==> src/rtl/calc_input_sequencer.sv <==
// calc_input_sequencer: Enter-key conditioning and operand/command sequencer
// for the project 5 calculator function unit.
//
// Build option: define CALC_DEBOUNCE_EN to enable the debounce counter
// (sized by DB_CYCLES). Without it the synchronized key is used directly,
// which is only meant for fast simulation.
module calc_input_sequencer #(
    parameter int unsigned DB_CYCLES = 500000,
    parameter int unsigned MUL_STEPS = 8
) (
    input  logic       CLOCK_50,
    input  logic       reset_n,
    input  logic       enter_n,
    input  logic [7:0] SW,
    output logic [3:0] opcode,
    output logic [7:0] opA,
    output logic [7:0] opB,
    output logic       start,
    output logic       step,
    output logic [3:0] step_cnt,
    output logic       err,
    output logic [2:0] state
);

    typedef enum logic [2:0] {
        LOAD_OP  = 3'd0,
        LOAD_A   = 3'd1,
        LOAD_B   = 3'd2,
        MUL_STEP = 3'd3
    } state_e;

    localparam logic [3:0] OPC_MAX   = 4'd12;
    localparam logic [3:0] OPC_NOT   = 4'd4;
    localparam logic [3:0] OPC_NEG   = 4'd7;
    localparam logic [3:0] OPC_MUL   = 4'd12;
    localparam logic [3:0] STEP_LAST = 4'(MUL_STEPS);

    if (DB_CYCLES < 1 || DB_CYCLES > 1048575) begin : g_bad_db_cycles
        $error("calc_input_sequencer: DB_CYCLES out of range 1..2^20-1");
    end
    if (MUL_STEPS < 1 || MUL_STEPS > 15) begin : g_bad_mul_steps
        $error("calc_input_sequencer: MUL_STEPS out of range 1..15");
    end

    // ------------------------------------------------------------------
    // Input conditioning
    // ------------------------------------------------------------------
    logic       sync1_q, sync2_q;
    logic [1:0] vld_q;
    logic       armed_q;
    logic       db_level;
    logic       db_prev_q;
    logic       press;

    // Two-flop synchronizer for the asynchronous Enter key
    always_ff @(posedge CLOCK_50 or negedge reset_n) begin
        if (!reset_n) begin
            sync1_q <= 1'b1;
            sync2_q <= 1'b1;
        end else begin
            sync1_q <= enter_n;
            sync2_q <= sync1_q;
        end
    end

    // Presses are only accepted once a real released level has been seen
    // after reset, so a key held through reset release cannot fire.
    always_ff @(posedge CLOCK_50 or negedge reset_n) begin
        if (!reset_n) begin
            vld_q   <= '0;
            armed_q <= 1'b0;
        end else begin
            vld_q <= {vld_q[0], 1'b1};
            if (vld_q[1] && sync2_q) begin
                armed_q <= 1'b1;
            end
        end
    end

`ifdef CALC_DEBOUNCE_EN
    localparam logic [19:0] DB_LIM = 20'(DB_CYCLES);

    logic [19:0] db_cnt_q, db_cnt_d;
    logic        db_level_q, db_level_d;

    // Count while the synchronized key disagrees with the accepted level;
    // accept the new level on the edge where the count reaches DB_CYCLES
    always_comb begin
        db_cnt_d   = '0;
        db_level_d = db_level_q;
        if (sync2_q != db_level_q) begin
            if (db_cnt_q + 20'd1 == DB_LIM) begin
                db_level_d = sync2_q;
            end else begin
                db_cnt_d = db_cnt_q + 20'd1;
            end
        end
    end

    // Debounce state registers
    always_ff @(posedge CLOCK_50 or negedge reset_n) begin
        if (!reset_n) begin
            db_cnt_q   <= '0;
            db_level_q <= 1'b1;
        end else begin
            db_cnt_q   <= db_cnt_d;
            db_level_q <= db_level_d;
        end
    end

    assign db_level = db_level_q;
`else
    assign db_level = sync2_q;
`endif

    // Previous debounced level, for falling-edge detection
    always_ff @(posedge CLOCK_50 or negedge reset_n) begin
        if (!reset_n) begin
            db_prev_q <= 1'b1;
        end else begin
            db_prev_q <= db_level;
        end
    end

    assign press = armed_q & db_prev_q & ~db_level;

    // ------------------------------------------------------------------
    // Sequencer FSM
    // ------------------------------------------------------------------
    state_e     state_q;
    logic [3:0] opcode_q;
    logic [7:0] opa_q, opb_q;
    logic       start_q, step_q, err_q;
    logic [3:0] step_cnt_q;
    logic [3:0] step_cnt_inc;

    assign step_cnt_inc = step_cnt_q + 4'd1;

    // Capture switches into the register for the current phase and issue strobes
    always_ff @(posedge CLOCK_50 or negedge reset_n) begin
        if (!reset_n) begin
            state_q    <= LOAD_OP;
            opcode_q   <= '0;
            opa_q      <= '0;
            opb_q      <= '0;
            start_q    <= 1'b0;
            step_q     <= 1'b0;
            step_cnt_q <= '0;
            err_q      <= 1'b0;
        end else begin
            start_q <= 1'b0;
            step_q  <= 1'b0;
            if (press) begin
                case (state_q)
                    LOAD_OP: begin
                        if (SW[3:0] <= OPC_MAX) begin
                            opcode_q   <= SW[3:0];
                            err_q      <= 1'b0;
                            step_cnt_q <= '0;
                            state_q    <= LOAD_A;
                        end else begin
                            err_q <= 1'b1;
                        end
                    end
                    LOAD_A: begin
                        opa_q <= SW;
                        if (opcode_q == OPC_NOT || opcode_q == OPC_NEG) begin
                            opb_q   <= '0;
                            start_q <= 1'b1;
                            state_q <= LOAD_OP;
                        end else begin
                            state_q <= LOAD_B;
                        end
                    end
                    LOAD_B: begin
                        opb_q   <= SW;
                        start_q <= 1'b1;
                        if (opcode_q == OPC_MUL) begin
                            step_cnt_q <= '0;
                            state_q    <= MUL_STEP;
                        end else begin
                            state_q <= LOAD_OP;
                        end
                    end
                    MUL_STEP: begin
                        step_q     <= 1'b1;
                        step_cnt_q <= step_cnt_inc;
                        if (step_cnt_inc == STEP_LAST) begin
                            state_q <= LOAD_OP;
                        end
                    end
                    default: begin
                        state_q <= LOAD_OP;
                    end
                endcase
            end
        end
    end

    assign opcode   = opcode_q;
    assign opA      = opa_q;
    assign opB      = opb_q;
    assign start    = start_q;
    assign step     = step_q;
    assign step_cnt = step_cnt_q;
    assign err      = err_q;
    assign state    = state_q;

endmodule

==> config.mk <==
export PLATFORM = sky130hd
export DESIGN_NAME = calc_input_sequencer
export DESIGN_NICKNAME = d
export VERILOG_FILES = /design/src/rtl/calc_input_sequencer.sv
export SDC_FILE = /design/constraint.sdc
export NUM_CORES = 1
export LEC_CHECK = 0
export CAP_MARGIN = 20
export CORE_ASPECT_RATIO = 1.1
export CORE_MARGIN = 2
export CORE_UTILIZATION = 23
export DETAILED_ROUTE_END_ITERATION = 6
export HOLD_SLACK_MARGIN = 0.1
export PLACE_DENSITY = 0.54
export SETUP_SLACK_MARGIN = 0.05
export SYNTH_ARGS = -nofsm -noshare
export SYNTH_HDL_FRONTEND = slang
export SYNTH_SLANG_ARGS = --single-unit
export TNS_END_PERCENT = 20
==> constraint.sdc <==
create_clock -name CLOCK_50 -period 2.01 [get_ports CLOCK_50]
set_clock_uncertainty 0.2 [all_clocks]
set_input_delay 0.402 -clock CLOCK_50 [delete_from_list [all_inputs] [get_ports CLOCK_50]]
set_output_delay 0.402 -clock CLOCK_50 [all_outputs]
set_load 0.005 [all_outputs]
==> impl_metrics.env <==
export IMPL_syn_nets=148
export IMPL_rsz0062_at_grt="yes"
export IMPL_worstSetupPathType="flop to output port"
export IMPL_die_area_um2=7693
export IMPL_pin_count=41
export IMPL_cp_top_family="buffers and inverters"
export IMPL_cp_buffers_inverters=1
export IMPL_status="complete, no violations"
export IMPL_path_cells="clkdlybuf4s50_1"
export IMPL_path_max_fanout=7
export IMPL_syn_to_final_growth_pct=44.72
export IMPL_drc=0
export IMPL_crit_path_max_incr_delay_ns=0.55
export IMPL_synthesis_area_um2=1612
export IMPL_cts_tree="yes"
export IMPL_start_util_pct=23.40
export IMPL_synth_top_area_share_pct=49.69
export IMPL_grt_max_degree=36
export IMPL_netlist_instances=132
export IMPL_drv_cap=0
export IMPL_layout_common_cells="clkdlybuf4s50_1, dfrtp_1, buf_4"
export IMPL_vias=1149
export IMPL_ys_ff_latch=35
export IMPL_cts_num_sinks=35
export IMPL_die_w_um=83.81
export IMPL_hold_viol_final=0
export IMPL_clk_pin_slew_worst_paths_ns=0.07
export IMPL_drt_iter0_drc=29
export IMPL_power_density_nw_per_um2=1326
export IMPL_async_flop_share_pct=100.0
export IMPL_ir_drop_mv=0.6116
export IMPL_port_buffers=39
export IMPL_crit_required_ns=1.41
export IMPL_dr_pass1_iters=4
export IMPL_synth_cell_type_count=37
export IMPL_antenna_found_initial=0
export IMPL_mostFrequentLayoutCell="clkdlybuf4s50_1"
export IMPL_synth_edff_count=0
export IMPL_wl_um=3423
export IMPL_finalNetCount=210
export IMPL_worstSetupEndpointType="output port"
export IMPL_start_kind="flop"
export IMPL_cts_inserted_buffers=5
export IMPL_synth_avg_cell_area_um2=12.21
export IMPL_drive_above_1_share_pct=27.69
export IMPL_p_leak_nw=1.048
export IMPL_clockBufferDepth=2
export IMPL_grt_pass1_vias=1233
export IMPL_cts_root_buf="clkbuf_8"
export IMPL_wl_per_cell_um=12.23
export IMPL_rows=32
export IMPL_fin_setup_tns_ns=0
export IMPL_ys_flop_type="dfrtp_1"
export IMPL_yosys_top_cells_area="dfrtp_1, mux2_2, mux2i_1"
export IMPL_setup_violations=0
export IMPL_hold_path_class="flop to flop"
export IMPL_antenna_left=0
export IMPL_n_antenna_cell=0
export IMPL_core_um2=6887
export IMPL_place_gp_congestion=0.7487
export IMPL_dp_hpwl_um=2543
export IMPL_synth_top_area_cell="dfrtp_1"
export IMPL_critical_path_slowest_cell="clkdlybuf4s50_1"
export IMPL_die_h_um=91.79
export IMPL_fmax_ghz=0.5224
export IMPL_cp_arrival_ns=1.31
export IMPL_clk_latency_ns=0.28
export IMPL_fin_total_pwr_mw=3.092
export IMPL_grt_pass1_wl_um=5927
export IMPL_slew_viol_final=0
export IMPL_grtUsageTotal_pct=9.755
export IMPL_cts_htree_levels=2
export IMPL_grt_overflow_total=0
export IMPL_finalCritPeriodShare_pct=95.24
export IMPL_yosysWarningCount=0
export IMPL_period_needed_ns=1.914
export IMPL_viasPerCell=4.104
export IMPL_seq_area_frac_synth_pct=54.58
path summary, 6_finish.rpt:
path	endpoint	startpoint	slack, ns	cells past startpoint
setup / recovery	opcode[1]	opcode[1]	0.1	1
hold / removal	db_level	sync1_q	0.16	0
setup reg to reg	opcode[0]	db_prev_q	0.11	4
hold reg to reg	db_level	sync1_q	0.16	0
max in group asynchronous	state[1]	reset_n	0.78	3
min in group asynchronous	step_cnt[1]	reset_n	0.49	3
state kept, by name, summed over array words and instances (netlist names):
| register | flops |
|---|---|
| opcode | 4 |
| state | 2 |
| opB | 8 |
| err | 1 |
| step | 1 |
| db_prev_q | 1 |
| armed_q | 1 |
| start | 1 |
| step_cnt | 4 |
| opA | 8 |
| sync1_q | 1 |
| db_level | 1 |
| vld_q | 2 |
repair_timing:
action                                 4_1_cts  5_1_grt
pin swaps                                    1        0
setup endpoints to repair                    5       10
resized for setup                            3        4
hold buffers                                 1        0
buffers inserted                             1        0
endpoints found under the hold margin       32        0
layer usage:
metal | track usage, % | vias up | part of all wire (%)
li1 | - | 573 | -
met1 | 12.95 | 541 | 46
met2 | 15.40 | 31 | 48
met3 | 2.970 | 4 | 5.7
met4 | 2.823 | 0 | 0.82
met5 | 0 | - | 0
metrics by stage:
stage          util (%)  hold slack, ns  worst slack [ns]  area [µm²]  cells
2_1_floorplan         -        -0.09359            0.1104        1612    132
3_3_place_gp      32.16          0.1330           -0.1271        2215    270
3_5_place_dp      32.16          0.1364           -0.1294        2215    270
4_1_cts           33.85          0.1589           0.07322        2331    280
5_1_grt           33.87          0.1661           0.01896        2332    280
6_report          33.87          0.1567           0.09568        2332    280
cells by family (layout without fill, tap and decap cells):
| logic type | Yosys count | count (layout) | share of synthesized area (%) |
|---|---|---|---|
| DFF | 35 | 35 | 54.58 |
| other | 2 | 2 | 0.4660 |
| muxes | 20 | 20 | 13.59 |
| AOI/OAI and AO/OA | 22 | 22 | 10.40 |
| buffers and inverters | 15 | 78 | 4.036 |
| adders and majority gates | 5 | 5 | 3.882 |
| and+or+nand+nor | 31 | 31 | 11.96 |
| xor gates and xnor gates | 2 | 2 | 1.087 |
power by group:
part,switching (mW),internal [mW],total [mW]
clock network,0.244,0.237,0.481
logic,0.529,0.904,1.43
registers,0.209,0.969,1.18
total,0.981,2.11,3.09
area by class of cell:
cell class,instances,area (µm²)
multi-input cells,82,681.9
flip-flops and latches,35,880.8
clock inverters,3,15.01
repair buffers,59,538.0
well taps,85,106.4
inverters,11,41.29
fillers,728,4554
clock buffers,5,68.82
cell usage after synthesis, drive strengths merged (2+ instances only):
cell and number:
a21oi 2, buf 3, conb 2, dfrtp 32
dfstp 3, ha 5, inv 11, mux2 12
mux2i 8, nand2 13, nand2b 3, nand3 2
nand3b 3, nor2 3, nor2b 2, o211a 2
o21ai 8, o22a 3, o32ai 2
Power figures use the tool's default switching activity.
